`config.mk`:
```
export PLATFORM = sky130hd
export DESIGN_NAME = watch_set_controller_flat
export DESIGN_NICKNAME = d
export VERILOG_FILES = /design/src/rtl/watch_pkg.sv /design/src/rtl/watch_set_controller_if.sv /design/src/rtl/btn_debounce.sv /design/src/rtl/watch_set_controller.sv /design/src/flat_wrapper.sv
export SDC_FILE = /design/constraint.sdc
export NUM_CORES = 1
export LEC_CHECK = 0
export ABC_AREA = 1
export ABC_CLOCK_PERIOD_IN_PS = 2500
export CAP_MARGIN = 20
export CORE_MARGIN = 3
export CORE_UTILIZATION = 61
export CTS_CLUSTER_SIZE = 16
export DETAILED_ROUTE_END_ITERATION = 10
export PLACE_DENSITY_LB_ADDON = 0.2
export SYNTH_ARGS = -nofsm -noshare
export SYNTH_HDL_FRONTEND = slang
export SYNTH_HIERARCHICAL = 1
export SYNTH_SLANG_ARGS = --single-unit
```
`constraint.sdc`:
```
create_clock -name clk -period 2.5 [get_ports clk]
set_input_delay 0.25 -clock clk [delete_from_list [all_inputs] [get_ports clk]]
set_output_delay 0.25 -clock clk [all_outputs]
set_load 0.01 [all_outputs]
```
`src/rtl/watch_pkg.sv`:
```
// Shared types and constants for the watch time-setting sequencer.
//   set_state_t : RUN / SET_HOUR / SET_MIN / SET_SEC
//   FIELD_*     : sel_field encodings (hour, minute, second, none)
//   field_of    : sel_field value shown for a given state
//   next_field  : SELECT rotation hour -> minute -> second -> hour
package watch_pkg;

  typedef enum logic [1:0] {
    RUN      = 2'd0,
    SET_HOUR = 2'd1,
    SET_MIN  = 2'd2,
    SET_SEC  = 2'd3
  } set_state_t;

  localparam logic [1:0] FIELD_HOUR = 2'd0;
  localparam logic [1:0] FIELD_MIN  = 2'd1;
  localparam logic [1:0] FIELD_SEC  = 2'd2;
  localparam logic [1:0] FIELD_NONE = 2'd3;

  function automatic logic [1:0] field_of(input set_state_t s);
    case (s)
      SET_HOUR: return FIELD_HOUR;
      SET_MIN:  return FIELD_MIN;
      SET_SEC:  return FIELD_SEC;
      default:  return FIELD_NONE;
    endcase
  endfunction

  function automatic set_state_t next_field(input set_state_t s);
    case (s)
      SET_HOUR: return SET_MIN;
      SET_MIN:  return SET_SEC;
      SET_SEC:  return SET_HOUR;
      default:  return RUN;
    endcase
  endfunction

endpackage

```
`src/rtl/watch_set_controller_if.sv`:
```
// Button / counter-control bundle of the watch time-setting sequencer.
//   btn_*_raw      : raw active-high push-buttons, asynchronous to clk
//   mode           : 1 while in any SET_* state
//   sel_field      : 0 hour, 1 minute, 2 second, 3 none (RUN)
//   change_*       : one-cycle increment (hour/minute) or clear (second) pulses
//   valid_response : qualifier for change_*
//   blink          : display blink for the selected field
//   dbg_state      : current sequencer state, for observation only
// Handshake: there is no back-pressure. valid_response is high for exactly one
// cycle, together with exactly one change_* line; the counters must accept it
// in that cycle. change_* are meaningless while valid_response is low.
interface watch_set_controller_if;
  import watch_pkg::*;

  logic       btn_mode_raw;
  logic       btn_sel_raw;
  logic       btn_inc_raw;
  logic       mode;
  logic [1:0] sel_field;
  logic       change_hour;
  logic       change_minute;
  logic       change_second;
  logic       valid_response;
  logic       blink;
  set_state_t dbg_state;

  modport master (
    input  btn_mode_raw, btn_sel_raw, btn_inc_raw,
    output mode, sel_field, change_hour, change_minute, change_second,
           valid_response, blink, dbg_state
  );

  modport slave (
    output btn_mode_raw, btn_sel_raw, btn_inc_raw,
    input  mode, sel_field, change_hour, change_minute, change_second,
           valid_response, blink, dbg_state
  );

endinterface

```
`src/rtl/btn_debounce.sv`:
```
// One push-button front end: 2-FF synchronizer, debounce, rising-edge detect.
//   clk, rst : clock, asynchronous active-low reset (button reads released)
//   btn_raw  : raw active-high button
//   level    : debounced button level
//   press    : one-cycle pulse when level goes 0 -> 1
// A new level is accepted once DEBOUNCE_CYCLES consecutive synchronized
// samples disagree with the current level; any agreeing sample restarts it.
module btn_debounce #(
  parameter logic [19:0] DEBOUNCE_CYCLES = 20'd500_000
) (
  input  logic clk,
  input  logic rst,
  input  logic btn_raw,
  output logic level,
  output logic press
);

  logic        sync1_q;
  logic        sync2_q;
  logic [19:0] cnt_q;

  always_ff @(posedge clk or negedge rst) begin
    if (!rst) begin
      sync1_q <= 1'b0;
      sync2_q <= 1'b0;
      cnt_q   <= '0;
      level   <= 1'b0;
      press   <= 1'b0;
    end else begin
      sync1_q <= btn_raw;
      sync2_q <= sync1_q;
      press   <= 1'b0;
      if (sync2_q == level) begin
        cnt_q <= '0;
      end else if (cnt_q == DEBOUNCE_CYCLES - 20'd1) begin
        cnt_q <= '0;
        level <= sync2_q;
        press <= sync2_q;
      end else begin
        cnt_q <= cnt_q + 20'd1;
      end
    end
  end

endmodule

```
`src/rtl/watch_set_controller.sv`:
```
// Time-setting sequencer: buttons in, counter change pulses out.
//   clk : system clock
//   rst : asynchronous active-low reset
//   bus : watch_set_controller_if.master (buttons, mode, sel_field, change_*,
//         valid_response, blink, dbg_state)
// Optional feature: define WATCH_SET_AUTOREPEAT_EN to auto-repeat a held INC in
// SET_HOUR / SET_MIN (first repeat after HOLD_CYCLES, then every REPEAT_CYCLES;
// requires HOLD_CYCLES >= REPEAT_CYCLES). Without it, one pulse per INC press.
module watch_set_controller
  import watch_pkg::*;
#(
  parameter logic [19:0] DEBOUNCE_CYCLES = 20'd500_000,
  parameter logic [26:0] HOLD_CYCLES     = 27'd50_000_000,
  parameter logic [26:0] REPEAT_CYCLES   = 27'd12_500_000,
  parameter logic [31:0] TIMEOUT_CYCLES  = 32'd500_000_000,
  parameter logic [26:0] BLINK_CYCLES    = 27'd25_000_000
) (
  input  logic                    clk,
  input  logic                    rst,
  watch_set_controller_if.master  bus
);

  logic mode_evt, sel_evt, inc_evt;
  logic mode_level, sel_level, inc_level;
  logic unused_levels;

  btn_debounce #(.DEBOUNCE_CYCLES(DEBOUNCE_CYCLES)) u_db_mode (
    .clk(clk), .rst(rst), .btn_raw(bus.btn_mode_raw), .level(mode_level), .press(mode_evt));
  btn_debounce #(.DEBOUNCE_CYCLES(DEBOUNCE_CYCLES)) u_db_sel (
    .clk(clk), .rst(rst), .btn_raw(bus.btn_sel_raw), .level(sel_level), .press(sel_evt));
  btn_debounce #(.DEBOUNCE_CYCLES(DEBOUNCE_CYCLES)) u_db_inc (
    .clk(clk), .rst(rst), .btn_raw(bus.btn_inc_raw), .level(inc_level), .press(inc_evt));

  assign unused_levels = ^{mode_level, sel_level, inc_level};

  set_state_t  state_q, state_d;
  logic [31:0] to_cnt_q, to_cnt_d;
  logic [26:0] blink_cnt_q, blink_cnt_d;
  logic        blink_q, blink_d;
  logic        mode_q;
  logic [1:0]  sel_q;
  logic        hour_q, min_q, sec_q, valid_q;
  logic        pulse;
  logic        rep_pulse;

`ifdef WATCH_SET_AUTOREPEAT_EN
  logic        armed_q, armed_d;
  logic [26:0] hold_cnt_q, hold_cnt_d;

  // hold_cnt counts cycles since the press that armed the repeat; after each
  // repeat it is rewound so the next one lands REPEAT_CYCLES later.
  always_comb begin
    armed_d    = armed_q;
    hold_cnt_d = hold_cnt_q;
    rep_pulse  = 1'b0;
    if ((state_q == SET_HOUR || state_q == SET_MIN) && !mode_evt && !sel_evt) begin
      if (inc_evt) begin
        armed_d    = 1'b1;
        hold_cnt_d = 27'd1;
      end else if (armed_q && inc_level) begin
        if (hold_cnt_q == HOLD_CYCLES) begin
          rep_pulse  = 1'b1;
          hold_cnt_d = HOLD_CYCLES - REPEAT_CYCLES + 27'd1;
        end else begin
          hold_cnt_d = hold_cnt_q + 27'd1;
        end
      end else begin
        armed_d = 1'b0;
      end
    end else begin
      armed_d = 1'b0;
    end
  end

  always_ff @(posedge clk or negedge rst) begin
    if (!rst) begin
      armed_q    <= 1'b0;
      hold_cnt_q <= '0;
    end else begin
      armed_q    <= armed_d;
      hold_cnt_q <= hold_cnt_d;
    end
  end
`else
  localparam logic [53:0] unused_repeat_cfg = {HOLD_CYCLES, REPEAT_CYCLES};
  assign rep_pulse = 1'b0;
`endif

  // Next state, timeout and blink. Priority inside SET_*: MODE, SELECT, INC,
  // auto-repeat, then timeout; lower-priority events in the same cycle are dropped.
  always_comb begin
    state_d     = state_q;
    pulse       = 1'b0;
    to_cnt_d    = to_cnt_q;
    blink_d     = blink_q;
    blink_cnt_d = blink_cnt_q;

    if (state_q == RUN) begin
      if (mode_evt) state_d = SET_HOUR;
    end else if (mode_evt) begin
      state_d = RUN;
    end else if (sel_evt) begin
      state_d = next_field(state_q);
    end else if (inc_evt || rep_pulse) begin
      pulse = 1'b1;
    end else if (to_cnt_q >= TIMEOUT_CYCLES) begin
      state_d = RUN;
    end

    // Idle counter only runs inside SET_* and saturates at TIMEOUT_CYCLES.
    if (mode_evt || sel_evt || inc_evt || rep_pulse || state_d != state_q || state_q == RUN)
      to_cnt_d = '0;
    else if (to_cnt_q < TIMEOUT_CYCLES)
      to_cnt_d = to_cnt_q + 32'd1;

    if (state_d == RUN) begin
      blink_d     = 1'b0;
      blink_cnt_d = '0;
    end else if (state_d != state_q) begin
      blink_d     = 1'b1;
      blink_cnt_d = '0;
    end else if (blink_cnt_q == BLINK_CYCLES - 27'd1) begin
      blink_d     = ~blink_q;
      blink_cnt_d = '0;
    end else begin
      blink_cnt_d = blink_cnt_q + 27'd1;
    end
  end

  always_ff @(posedge clk or negedge rst) begin
    if (!rst) begin
      state_q     <= RUN;
      to_cnt_q    <= '0;
      blink_cnt_q <= '0;
      blink_q     <= 1'b0;
      mode_q      <= 1'b0;
      sel_q       <= FIELD_NONE;
      hour_q      <= 1'b0;
      min_q       <= 1'b0;
      sec_q       <= 1'b0;
      valid_q     <= 1'b0;
    end else begin
      state_q     <= state_d;
      to_cnt_q    <= to_cnt_d;
      blink_cnt_q <= blink_cnt_d;
      blink_q     <= blink_d;
      mode_q      <= (state_d != RUN);
      sel_q       <= field_of(state_d);
      hour_q      <= pulse && (state_q == SET_HOUR);
      min_q       <= pulse && (state_q == SET_MIN);
      sec_q       <= pulse && (state_q == SET_SEC);
      valid_q     <= pulse;
    end
  end

  assign bus.mode           = mode_q;
  assign bus.sel_field      = sel_q;
  assign bus.change_hour    = hour_q;
  assign bus.change_minute  = min_q;
  assign bus.change_second  = sec_q;
  assign bus.valid_response = valid_q;
  assign bus.blink          = blink_q;
  assign bus.dbg_state      = state_q;

endmodule

```
`src/flat_wrapper.sv`:
```
// flat-port wrapper written by rule: the top's interface ports become plain ports
module watch_set_controller_flat import watch_pkg::*;
#(
  parameter logic [19:0] DEBOUNCE_CYCLES = 20'd500_000,
  parameter logic [26:0] HOLD_CYCLES     = 27'd50_000_000,
  parameter logic [26:0] REPEAT_CYCLES   = 27'd12_500_000,
  parameter logic [31:0] TIMEOUT_CYCLES  = 32'd500_000_000,
  parameter logic [26:0] BLINK_CYCLES    = 27'd25_000_000
)
  (clk, rst, bus_btn_mode_raw, bus_btn_sel_raw, bus_btn_inc_raw, bus_mode, bus_sel_field, bus_change_hour, bus_change_minute, bus_change_second, bus_valid_response, bus_blink, bus_dbg_state);
  watch_set_controller_if bus_i ();
  input  logic clk;
  input  logic rst;
  input wire logic [$bits(bus_i.btn_mode_raw)-1:0] bus_btn_mode_raw;
  input wire logic [$bits(bus_i.btn_sel_raw)-1:0] bus_btn_sel_raw;
  input wire logic [$bits(bus_i.btn_inc_raw)-1:0] bus_btn_inc_raw;
  output wire logic [$bits(bus_i.mode)-1:0] bus_mode;
  output wire logic [$bits(bus_i.sel_field)-1:0] bus_sel_field;
  output wire logic [$bits(bus_i.change_hour)-1:0] bus_change_hour;
  output wire logic [$bits(bus_i.change_minute)-1:0] bus_change_minute;
  output wire logic [$bits(bus_i.change_second)-1:0] bus_change_second;
  output wire logic [$bits(bus_i.valid_response)-1:0] bus_valid_response;
  output wire logic [$bits(bus_i.blink)-1:0] bus_blink;
  output wire logic [$bits(bus_i.dbg_state)-1:0] bus_dbg_state;
  assign bus_i.btn_mode_raw = bus_btn_mode_raw;
  assign bus_i.btn_sel_raw = bus_btn_sel_raw;
  assign bus_i.btn_inc_raw = bus_btn_inc_raw;
  assign bus_mode = bus_i.mode;
  assign bus_sel_field = bus_i.sel_field;
  assign bus_change_hour = bus_i.change_hour;
  assign bus_change_minute = bus_i.change_minute;
  assign bus_change_second = bus_i.change_second;
  assign bus_valid_response = bus_i.valid_response;
  assign bus_blink = bus_i.blink;
  assign bus_dbg_state = bus_i.dbg_state;
  watch_set_controller #(.DEBOUNCE_CYCLES(DEBOUNCE_CYCLES), .HOLD_CYCLES(HOLD_CYCLES), .REPEAT_CYCLES(REPEAT_CYCLES), .TIMEOUT_CYCLES(TIMEOUT_CYCLES), .BLINK_CYCLES(BLINK_CYCLES)) u_core (.clk(clk), .rst(rst), .bus(bus_i));
endmodule
```
---- Word-level counts from Yosys, hierarchy flattened ----
Index checks and enable logic that the tools add are counted.
word-level totals
  register bits ........................... 141
  input port bits ......................... 5
operators by class
  add/sub/neg operators ................... 5
  $lt $le $gt $ge ......................... 2
  eq/ne operators ......................... 14
  multiplexer cells ....................... 32
  bitwise logic cells ..................... 4
  reductions and logical operators ........ 15
operators by type and width
  kind                                                                  count
  2-to-1 mux 20 bit                                                     6
  2-to-1 mux 27 bit                                                     3
  2-to-1 mux 32 bit                                                     2
  adder 20 x 1 -> 20 bit (second input constant)                        3
  equality test 20 x 19 -> 1 bit (second input constant)                3
  adder 32 x 1 -> 32 bit (second input constant)                        1
  greater-or-equal comparator 32 x 29 -> 1 bit (second input constant)  1
  less-than comparator 32 x 29 -> 1 bit (second input constant)         1
  adder 27 x 1 -> 27 bit (second input constant)                        1
  equality test 27 x 25 -> 1 bit (second input constant)                1
  2-to-1 mux 1 bit                                                      13
  2-to-1 mux 2 bit                                                      6
  one-hot mux 2 bit (3 select lines)                                    2
  equality test 2 bit (second input constant)                           4
  AND reduction 2 bit                                                   3
  equality test 2 x 1 -> 1 bit (second input constant)                  2
  zero test 2 bit                                                       2
  logical OR 1 bit                                                      4
  inverter 1 bit                                                        4
  nonzero test 2 bit                                                    2
  equality test 1 bit                                                   3
  logical AND 1 bit                                                     3
  nonzero test 3 bit                                                    1
  != test 2 bit                                                         1

---- Logic depth before layout (Yosys ltp) ----
Gate-level depths: netlist (run 1).
  word-level depth ........................ 10
  mapped depth ............................ 19
  gate-level depth less buffers ........... 18

---- Hierarchy ----
Netlist (run 1), hierarchy kept.
by module, submodules not included
  module                instances  cells each  area each (sq um)  seq. area each (sq um)
  btn_debounce          3          170         1,321.3            600.6
  watch_set_controller  1          462         3,767.4            1,729.2

---- Worst setup path before layout (run 1) ----
Ideal clock, no wire load.
  path type ............................... register to register
  start ................................... register u_core.to_cnt_q[9]
  end ..................................... register u_core.blink_cnt_q[11]
  arrival time ............................ 2,110 ps
  required time ........................... 2,431 ps
  setup slack ............................. 321 ps
  cell stages (with the launch flop) ...... 19
  cells stage by stage .................... dfrtp_1 nand2_1 nand3b_1 nand2_1 nand2_1 nand2_1 nand2_2 nand2_1 nand2_1 nand2_1 nand2_2 nand2_2 o21ai_0 ha_1 inv_1 and2_1 nand4_4 buf_6 nor2_2
between the ends
  word-level cells in the longest chain between the ends .. 9
  elaborated cells on any way between the ends .. 10
  classes of those cells .................. order compare (1); eq/ne (1); mux (7); reduce/logical (1)
ends and longest elaborated chain
  item                                            line                         RTL
  from (decl)                                     watch_set_controller.sv:37   logic [31:0] to_cnt_q, to_cnt_d;
  from (signal assigned)                          watch_set_controller.sv:144  to_cnt_q <= to_cnt_d;
  greater-or-equal comparator 32 x 29 -> 1 bit *  watch_set_controller.sv:106  end else if (to_cnt_q >= TIMEOUT_CYCLES) begin
  2-to-1 mux 2 bit *                              watch_set_controller.sv:106
  2-to-1 mux 2 bit *                              watch_set_controller.sv:104  end else if (inc_evt || rep_pulse) begin
  2-to-1 mux 2 bit *                              watch_set_controller.sv:102  end else if (sel_evt) begin
  2-to-1 mux 2 bit *                              watch_set_controller.sv:100  end else if (mode_evt) begin
  2-to-1 mux 2 bit *                              watch_set_controller.sv:98   if (state_q == RUN) begin
  != test 2 bit                                   watch_set_controller.sv:119  end else if (state_d != state_q) begin
  2-to-1 mux 27 bit                               watch_set_controller.sv:119
  2-to-1 mux 27 bit *                             watch_set_controller.sv:116  if (state_d == RUN) begin
  net u_core.blink_cnt_d[11]                      watch_set_controller.sv:38   logic [26:0] blink_cnt_q, blink_cnt_d;
  to (signal assigned)                            watch_set_controller.sv:145  blink_cnt_q <= blink_cnt_d;
  to (decl)                                       watch_set_controller.sv:38
The timed path passes the listed nets; every way through them passes the cells marked *.
A chain may end at the register's enable or synchronous reset.

---- Worst setup path in the final report (run 1) ----
  start ................................... register u_core.state_q[1] (netlist: u_core/bus.dbg_state[1])
  end ..................................... register u_core.blink_cnt_q[10]
between the ends
  word-level cells in the longest chain between the ends .. 8
  elaborated cells on any way between the ends .. 15
  classes of those cells .................. eq/ne (4); mux (9); reduce/logical (2)
ends and longest elaborated chain
  item                                                                           line                                          RTL
  from (decl)                                                                    watch_set_controller.sv:36                    set_state_t state_q, state_d;
  from (signal assigned)                                                         watch_set_controller.sv:143                   state_q <= state_d;
  equality test 2 bit, or another cell as far along                              watch_pkg.sv:30                               case (s)
  one-hot mux 2 bit (3 select lines) / 2-to-1 mux 2 bit (equally long branches)  watch_pkg.sv:30, watch_set_controller.sv:104
  2-to-1 mux 2 bit                                                               watch_set_controller.sv:102
  2-to-1 mux 2 bit                                                               watch_set_controller.sv:100
  2-to-1 mux 2 bit *                                                             watch_set_controller.sv:98
  net u_core.state_d[1]                                                          watch_set_controller.sv:36
  != test 2 bit                                                                  watch_set_controller.sv:119
  2-to-1 mux 27 bit                                                              watch_set_controller.sv:119
  2-to-1 mux 27 bit *                                                            watch_set_controller.sv:116
  net u_core.blink_cnt_d[10]                                                     watch_set_controller.sv:38
Marked as above.

==> results.json, run 1 <==
{
  "drt-pass1-iter-count": 5,
  "ys_async_sr_fraction_pct": 100,
  "coreArea_sq_um": 12200,
  "share_of_yosys_cell_area_claimed_by_the_top_area_cell_type_pct": 45.0,
  "seqCellArea_sq_um": 3530,
  "worst_endpoint_data_arrival_time_ns": 2.66,
  "fill_cells": 969,
  "reg2reg_to": "u_core/blink_cnt_q[10]$_DFF_PN0_",
  "rows": 40,
  "drt_drc_violations_left": 0,
  "required_time_reported_for_the_critical_path_endpoint_ns": 2.85,
  "worst_setup_path_start_kind": "register",
  "period_needed_ns": 2.31,
  "synthDominantAreaCellType": "dfrtp_1",
  "cts_sinks": 141,
  "count_of_flip_flops_with_a_built_in_enable_after_synthesis": 0,
  "worst_skew_pair.late_latency_ns": 0.43,
  "postSynthNetCount": 988,
  "initial_utilization_pct": 63.3,
  "antenna_cells_inserted": 0,
  "synth.yosys.seq_area_share_pct": 45.7,
  "setup_violations": 0,
  "global_route.usage.total_pct": 23.1,
  "overflow": 0,
  "grt_first_pass_wirelength_mm": 26.7,
  "via_per_inst": 5.14,
  "synthesis.area_per_instance_sq_um": 7.95,
  "vias_after_detailed_routing": 6161,
  "vias_in_the_first_global_route": 5896,
  "peakVddDrop_v": 0.000900,
  "cts_clk_pin_slew_worst_paths_ns": 0.06,
  "reg2reg_depth": 13,
  "largest_net_degree_at_the_start_of_global_routing": 63,
  "power.static_leakage_uw": 0.00368,
  "area.growth.synth_to_final_pct": 14.2,
  "cap_violations": 0,
  "finalMaxSlewViolations": 0,
  "final_hold_viol_count": 0,
  "pd_cells_nw_per_um2": 559,
  "fraction_of_final_layout_cells_sized_beyond_drive_strength_1_pct": 11.9,
  "clock-skew-final_ns": 0.00936,
  "cts_tree": "done",
  "synth_cell_type_count": 34,
  "timing.critical_path.to_type": "register",
  "final_cell_count_no_fill": 1198,
  "rr_startpoint": "u_core/bus.dbg_state[1]$_DFF_PN0_",
  "grt_antenna_before_repair": 0,
  "placed_cells": 1156,
  "yosys-top-cells-area": "dfrtp_1 (45%), nor2_1 (11%), nand2_1 (9.3%), xor2_1 (5.4%), inv_1 (5.2%)",
  "detail_route.iter0.violations": 396,
  "cts-htree-levels": 4,
  "outcome": "finished clean",
  "multi_input_comb_area_sq_um": 3740,
  "highest_clock_rate_mhz": 434,
  "finalHoldWorstSlack_ns": 0.264,
  "port-buffer-count": 14,
  "worst_slew_margin_rel_pct": 62.0,
  "timing.final.crit_share_pct": 92.2,
  "timing_worst_setup_path_type": "register to register",
  "ys_ff_latch": 141,
  "dp_hpwl_mm": 10.7,
  "antenna_left": 0,
  "ctsLongestPathBuffers": 2,
  "reg2reg_setup_slack_ns": 0.19,
  "wl_mm": 15.6,
  "i_o_pins": 15,
  "clockRootBuffer": "clkbuf_16",
  "globalplace.congestion": 0.925,
  "critPathMaxFanout": 14,
  "cts_buffers": 17,
  "synthCells": 972,
  "cp-endpoint": "u_core/blink_cnt_q[10]$_DFF_PN0_",
  "die_x_um": 119,
  "synth_area_sq_um": 7730,
  "min_path_type": "input pin to register",
  "ys.warnings.count": 6,
  "detail_route.wl_per_cell_um": 13.0,
  "num-nets-final": 1034,
  "critical_path.startpoint": "u_core/bus.dbg_state[1]$_DFF_PN0_",
  "die_height_um": 119,
  "tns_ns": 0,
  "ys_dominant_reg_cell": "dfrtp_1",
  "dieArea_sq_um": 14100,
  "tightestPinTransition_ns": 0.570
}
-- registers in the layout, summed over array words and instances, names as in the netlist, 2 cells and up --
signal	count
u_core/bus.sel_field	2
u_core/to_cnt_q	32
u_core/u_db_mode/cnt_q	20
u_core/u_db_sel/cnt_q	20
u_core/blink_cnt_q	27
u_core/u_db_inc/cnt_q	20
u_core/bus.dbg_state	2
-- worst max-delay path, cell delays in order (launching register included) --
cell     delay [ns]
dfrtp_1        0.43
inv_1          0.17
ha_1           0.31
a21oi_1        0.08
nand2_1        0.11
nand2_2        0.07
a21oi_2        0.14
inv_1          0.06
ha_1           0.18
inv_2          0.07
and2_4         0.15
nand4_4        0.16
buf_12         0.20
nor2_2         0.10
-- report_power, final --
| part | switching, uW | internal, uW | total, uW |
|---|---|---|---|
| registers | 11.5 | 2300 | 2310 |
| logic | 81.7 | 27.9 | 110 |
| clock network | 907 | 1610 | 2520 |
-- worst min path at each step --
stage | from | depth (start not counted) | slack, ns | endpoint
after floorplan | rst | 0 | -0.05 | u_core/blink_cnt_q[0]$_DFF_PN0_
after global placement | rst | 1 | 0.26 | u_core/to_cnt_q[15]$_DFFE_PN0P_
after detailed placement | rst | 1 | 0.27 | u_core/to_cnt_q[16]$_DFFE_PN0P_
after CTS | bus_btn_mode_raw | 1 | 0.25 | u_core/u_db_mode/sync1_q$_DFF_PN0_
after global routing | bus_btn_sel_raw | 1 | 0.26 | u_core/u_db_sel/sync1_q$_DFF_PN0_
final | bus_btn_mode_raw | 1 | 0.26 | u_core/u_db_mode/sync1_q$_DFF_PN0_
-- placed cells by master (no fill, tap or decap), types with 3 or more instances in the layout --
cell type	n
nand2_2	10
nor2_1	223
nand3b_1	5
nand4_1	18
nor2_2	29
nor2_4	16
and2_1	6
a21oi_1	10
xor2_1	48
nor3_1	16
bufinv_16	3
dfrtp_1	137
nand2_1	188
clkdlybuf4s50_1	13
xnor2_1	29
nor3_2	3
nand3_1	60
clkinv_2	3
nand2_4	3
clkbuf_16	18
nor3b_1	4
o21ai_0	11
inv_1	107
ha_1	11
clkbuf_1	5
o21ai_1	4
nor4_1	5
buf_4	17
-- synth_stat cells (all sizes together), types with 4 or more instances --
| library cell | number |
|---|---|
| nor2 | 268 |
| nand2 | 201 |
| dfrtp | 139 |
| inv | 109 |
| nand3 | 63 |
| xor2 | 48 |
| xnor2 | 29 |
| nand4 | 20 |
| nor3 | 19 |
| o21ai | 16 |
| a21oi | 11 |
| ha | 11 |
| buf | 9 |
| and2 | 7 |
| nand3b | 5 |
| nor4 | 5 |
| nor3b | 4 |
-- area by class of cell --
type                       count  share of cell area (%)
sequential                   141                    40.0
clock inverter                 7                    1.27
timing repair buffer          36                    4.02
clock buffer                  24                    5.34
inverter                     110                    4.67
tap                          168                    2.38
multi-input combinational    712                    42.3
-- cell families (layout without fill, tap and decap cells) --
logic type	count (synthesis)	after routing	share of synthesized area (%)
AO/OA/AOI/OAI	31	31	2.09
flip-flops	141	141	45.7
XOR/XNOR	77	77	8.72
AND/OR/NAND/NOR	593	593	35.4
buffers and inverters	119	177	6.33
adder cells (fa/ha/maj)	11	11	1.78
-- per-stage QoR --
step	power (uW)	area, sq um	setup slack [ns]	utilization, %
final	4940	8830	0.194	72.3
after global routing	5120	8830	-0.00644	72.3
after CTS	4990	8710	0.107	71.3
after detailed placement	2460	8110	0.177	66.4
after global placement	2460	8110	0.260	66.4
after floorplan	2400	7730	0.321	-
-- metal layers --
layer	share of wire [%]	global-route usage, %	vias to the layer above
met5	0	0	-
met4	0.90	5.79	0
met3	4.8	6.70	17
met2	48	37.3	133
met1	47	31.0	2900
li1	-	-	3111
-- repair_timing --
item	4_1_cts	5_1_grt
hold endpoints to repair	59	0
setup buffers	0	8
resized for setup	0	12
setup endpoints to repair	0	27
hold buffers	1	0
(Power assumes the default switching activity.)
==> run 2, diff against run 1 <==
--- a/config.mk
+++ b/config.mk
@@ -7,9 +7,8 @@
 export LEC_CHECK = 0
 export ABC_AREA = 1
 export ABC_CLOCK_PERIOD_IN_PS = 2500
-export CAP_MARGIN = 20
-export CORE_MARGIN = 3
-export CORE_UTILIZATION = 61
+export CAP_MARGIN = 15
+export CORE_UTILIZATION = 50
 export CTS_CLUSTER_SIZE = 16
 export DETAILED_ROUTE_END_ITERATION = 10
 export PLACE_DENSITY_LB_ADDON = 0.2
==> run 2 against run 1 <==
Setup slack improved by 0.089 ns; power down 3.3%; sequential share of layout area barely moved.
==> results.json, run 2 (synthesis results as in run 1) <==
{
  "port-buffer-count": 14,
  "worst_setup_path_start_kind": "register",
  "reg2reg_setup_slack_ns": 0.28,
  "detail_route.wl_per_cell_um": 12.8,
  "drt-pass1-iter-count": 7,
  "timing.critical_path.to_type": "register",
  "initial_utilization_pct": 51.0,
  "overflow": 0,
  "timing.final.crit_share_pct": 88.7,
  "rows": 45,
  "die_height_um": 126,
  "reg2reg_depth": 15,
  "setup_repair_after_global_routing_missed_its_margin": "false",
  "grt_first_pass_wirelength_mm": 27.3,
  "setup_violations": 0,
  "cts_sinks": 141,
  "largest_net_degree_at_the_start_of_global_routing": 58,
  "drt_drc_violations_left": 0,
  "timing_worst_setup_path_type": "register to register",
  "worst_hold_path.num_cells": 1,
  "period_needed_ns": 2.22,
  "die_x_um": 126,
  "worst_slew_margin_rel_pct": 64.6,
  "coreArea_sq_um": 15100,
  "worst_path_buffer_plus_inverter_count": 2,
  "peakVddDrop_v": 0.000441,
  "wl_mm": 15.6,
  "layout.cells.most_common_list": "nor2_1 (222), nand2_1 (192), dfrtp_1 (139)",
  "via_per_inst": 4.98,
  "required_time_reported_for_the_critical_path_endpoint_ns": 2.85,
  "i_o_pins": 15,
  "clockRootBuffer": "clkbuf_16",
  "preCtsSetupSlack_ns": -0.119,
  "grt_antenna_before_repair": 0,
  "sequentialPowerShare_pct": 48.4,
  "p_sw_share_pct": 24.1,
  "area.growth.synth_to_final_pct": 14.1,
  "power.clock.fraction_pct": 49.3,
  "clock-skew-final_ns": 0.0106,
  "final_core_utilization_pct": 58.2,
  "antenna_cells_inserted": 0,
  "power.net_switching_uw": 1150,
  "worst_skew_pair.late_latency_ns": 0.42,
  "worst_slack_ns": 0.283,
  "finalMaxSlewViolations": 0,
  "cts_tree": "done",
  "cts-htree-levels": 4,
  "vias_after_detailed_routing": 6075,
  "worst_path_dominant_cell_family": "simple AND/OR/NAND/NOR gates",
  "pd_cells_nw_per_um2": 541,
  "cell_internal_pwr_uw": 3620,
  "dp_hpwl_mm": 10.7,
  "num-nets-final": 1035,
  "cts_clk_pin_slew_worst_paths_ns": 0.06,
  "global_route.usage.total_pct": 21.5,
  "largest_registers_ranked_by_flip_flop_count": "u_core/to_cnt_q (32), u_core/blink_cnt_q (27)",
  "cts_buffers": 17,
  "final_hold_viol_count": 0,
  "cap_violations": 0,
  "outcome": "finished clean",
  "cpMaxStageDelayCell": "dfrtp_1",
  "power.static_leakage_uw": 0.00364,
  "highest_clock_rate_mhz": 451,
  "timing.critical_path.cells": "ha_1 > nand2_1 > nor2_1 > nand3_1 > inv_1 > nand4_1 > nor2_1 > nand2_1 > nor2_1 > nand2_1 > nor2_2 > nand3_1 > nand2_1 > inv_1 > nor2_1",
  "min_path_type": "input pin to register",
  "largest_reg_flops": 32,
  "tightestPinTransition_ns": 0.527,
  "placed_cell_area_sq_um": 8160,
  "largest-register": "u_core/to_cnt_q",
  "hold_path_origin": "bus_btn_sel_raw",
  "worst_path_largest_cell_delay_ns": 0.41,
  "antenna_left": 0,
  "detail_route.iter0.violations": 537,
  "dieArea_sq_um": 16000,
  "globalplace.congestion": 0.911,
  "worst_endpoint_data_arrival_time_ns": 2.57,
  "post-route-cell-area_sq_um": 8820,
  "ctsLongestPathBuffers": 2,
  "hold_path_end": "u_core/u_db_sel/sync1_q$_DFF_PN0_",
  "tns_ns": 0,
  "combinationalPowerShare_pct": 2.3,
  "rr_startpoint": "u_core/to_cnt_q[0]$_DFFE_PN0P_",
  "vias_in_the_first_global_route": 5832,
  "layout.cells.most_common": "nor2_1",
  "finalHoldWorstSlack_ns": 0.271,
  "fraction_of_final_layout_cells_sized_beyond_drive_strength_1_pct": 12.0,
  "reg2reg_to": "u_core/to_cnt_q[28]$_DFFE_PN0P_",
  "critPathMaxFanout": 4
}
==> run 2: changes by cell type in the layout (fill, tap and decap cells not counted), moves of 3 or more <==
cell and change:
nand2_1 +4, clkbuf_1 -5, inv_6 +7, clkinvlp_4 +6, nand2_2 -4, clkinv_2 -3, bufinv_16 -3
==> run 2: routing by layer <==
metal / GRT usage [%] / wire (um)
met1: 29.9 / 7690
met2: 33.7 / 7110
met3: 4.98 / 652
met4: 6.38 / 169
met5: 0 / 0
==> run 2: worst max path at each step <==
stage | from | end | slack, ns | cells past startpoint
6_report | u_core/to_cnt_q[0]$_DFFE_PN0P_ | u_core/to_cnt_q[28]$_DFFE_PN0P_ | 0.28 | 15
5_1_grt | u_core/to_cnt_q[20]$_DFFE_PN0P_ | u_core/blink_cnt_q[19]$_DFF_PN0_ | 0.02 | 19
4_1_cts | u_core/to_cnt_q[21]$_DFFE_PN0P_ | u_core/blink_cnt_q[1]$_DFF_PN0_ | 0.08 | 17
3_5_place_dp | u_core/to_cnt_q[21]$_DFFE_PN0P_ | u_core/blink_cnt_q[1]$_DFF_PN0_ | -0.12 | 17
3_3_place_gp | u_core/to_cnt_q[21]$_DFFE_PN0P_ | u_core/blink_cnt_q[5]$_DFF_PN0_ | -0.01 | 17
2_1_floorplan | u_core/to_cnt_q[9]$_DFFE_PN0P_ | u_core/blink_cnt_q[11]$_DFF_PN0_ | 0.32 | 18
==> run 2: cell type report <==
| class | count | area [sq um] |
|---|---|---|
| well taps | 188 | 235 |
| multi-input cells | 713 | 3740 |
| fillers | 1355 | 6320 |
| inverters | 110 | 417 |
| clock inverters | 15 | 126 |
| flip-flops and latches | 141 | 3530 |
| repair buffers | 36 | 342 |
| clock buffers | 17 | 425 |
==> run 2: power groups by stage <==
stage / Combinational [uW] / Clock (uW) / Sequential [uW]
2_1_floorplan: 46.4 / 0 / 2350
5_1_grt: 129 / 2510 / 2310
3_5_place_dp: 112 / 0 / 2350
3_3_place_gp: 111 / 0 / 2350
6_report: 109 / 2360 / 2310
4_1_cts: 114 / 2420 / 2310
==> run 2: timing repair <==
item / 4_1_cts / 5_1_grt
gates resized for setup: 2 / 8
hold buffers: 1 / 0
setup buffers: 3 / 3
gates cloned: 1 / 0
pin swaps: 2 / 0
hold endpoints to repair: 53 / 0
setup endpoints to repair: 27 / 32
==> run 2: stage by stage <==
stage	cells	total power (uW)
detailed placement	1180	2460
floorplan	972	2400
CTS	1217	4840
global placement	1180	2460
global route	1220	4950
finish	1220	4770
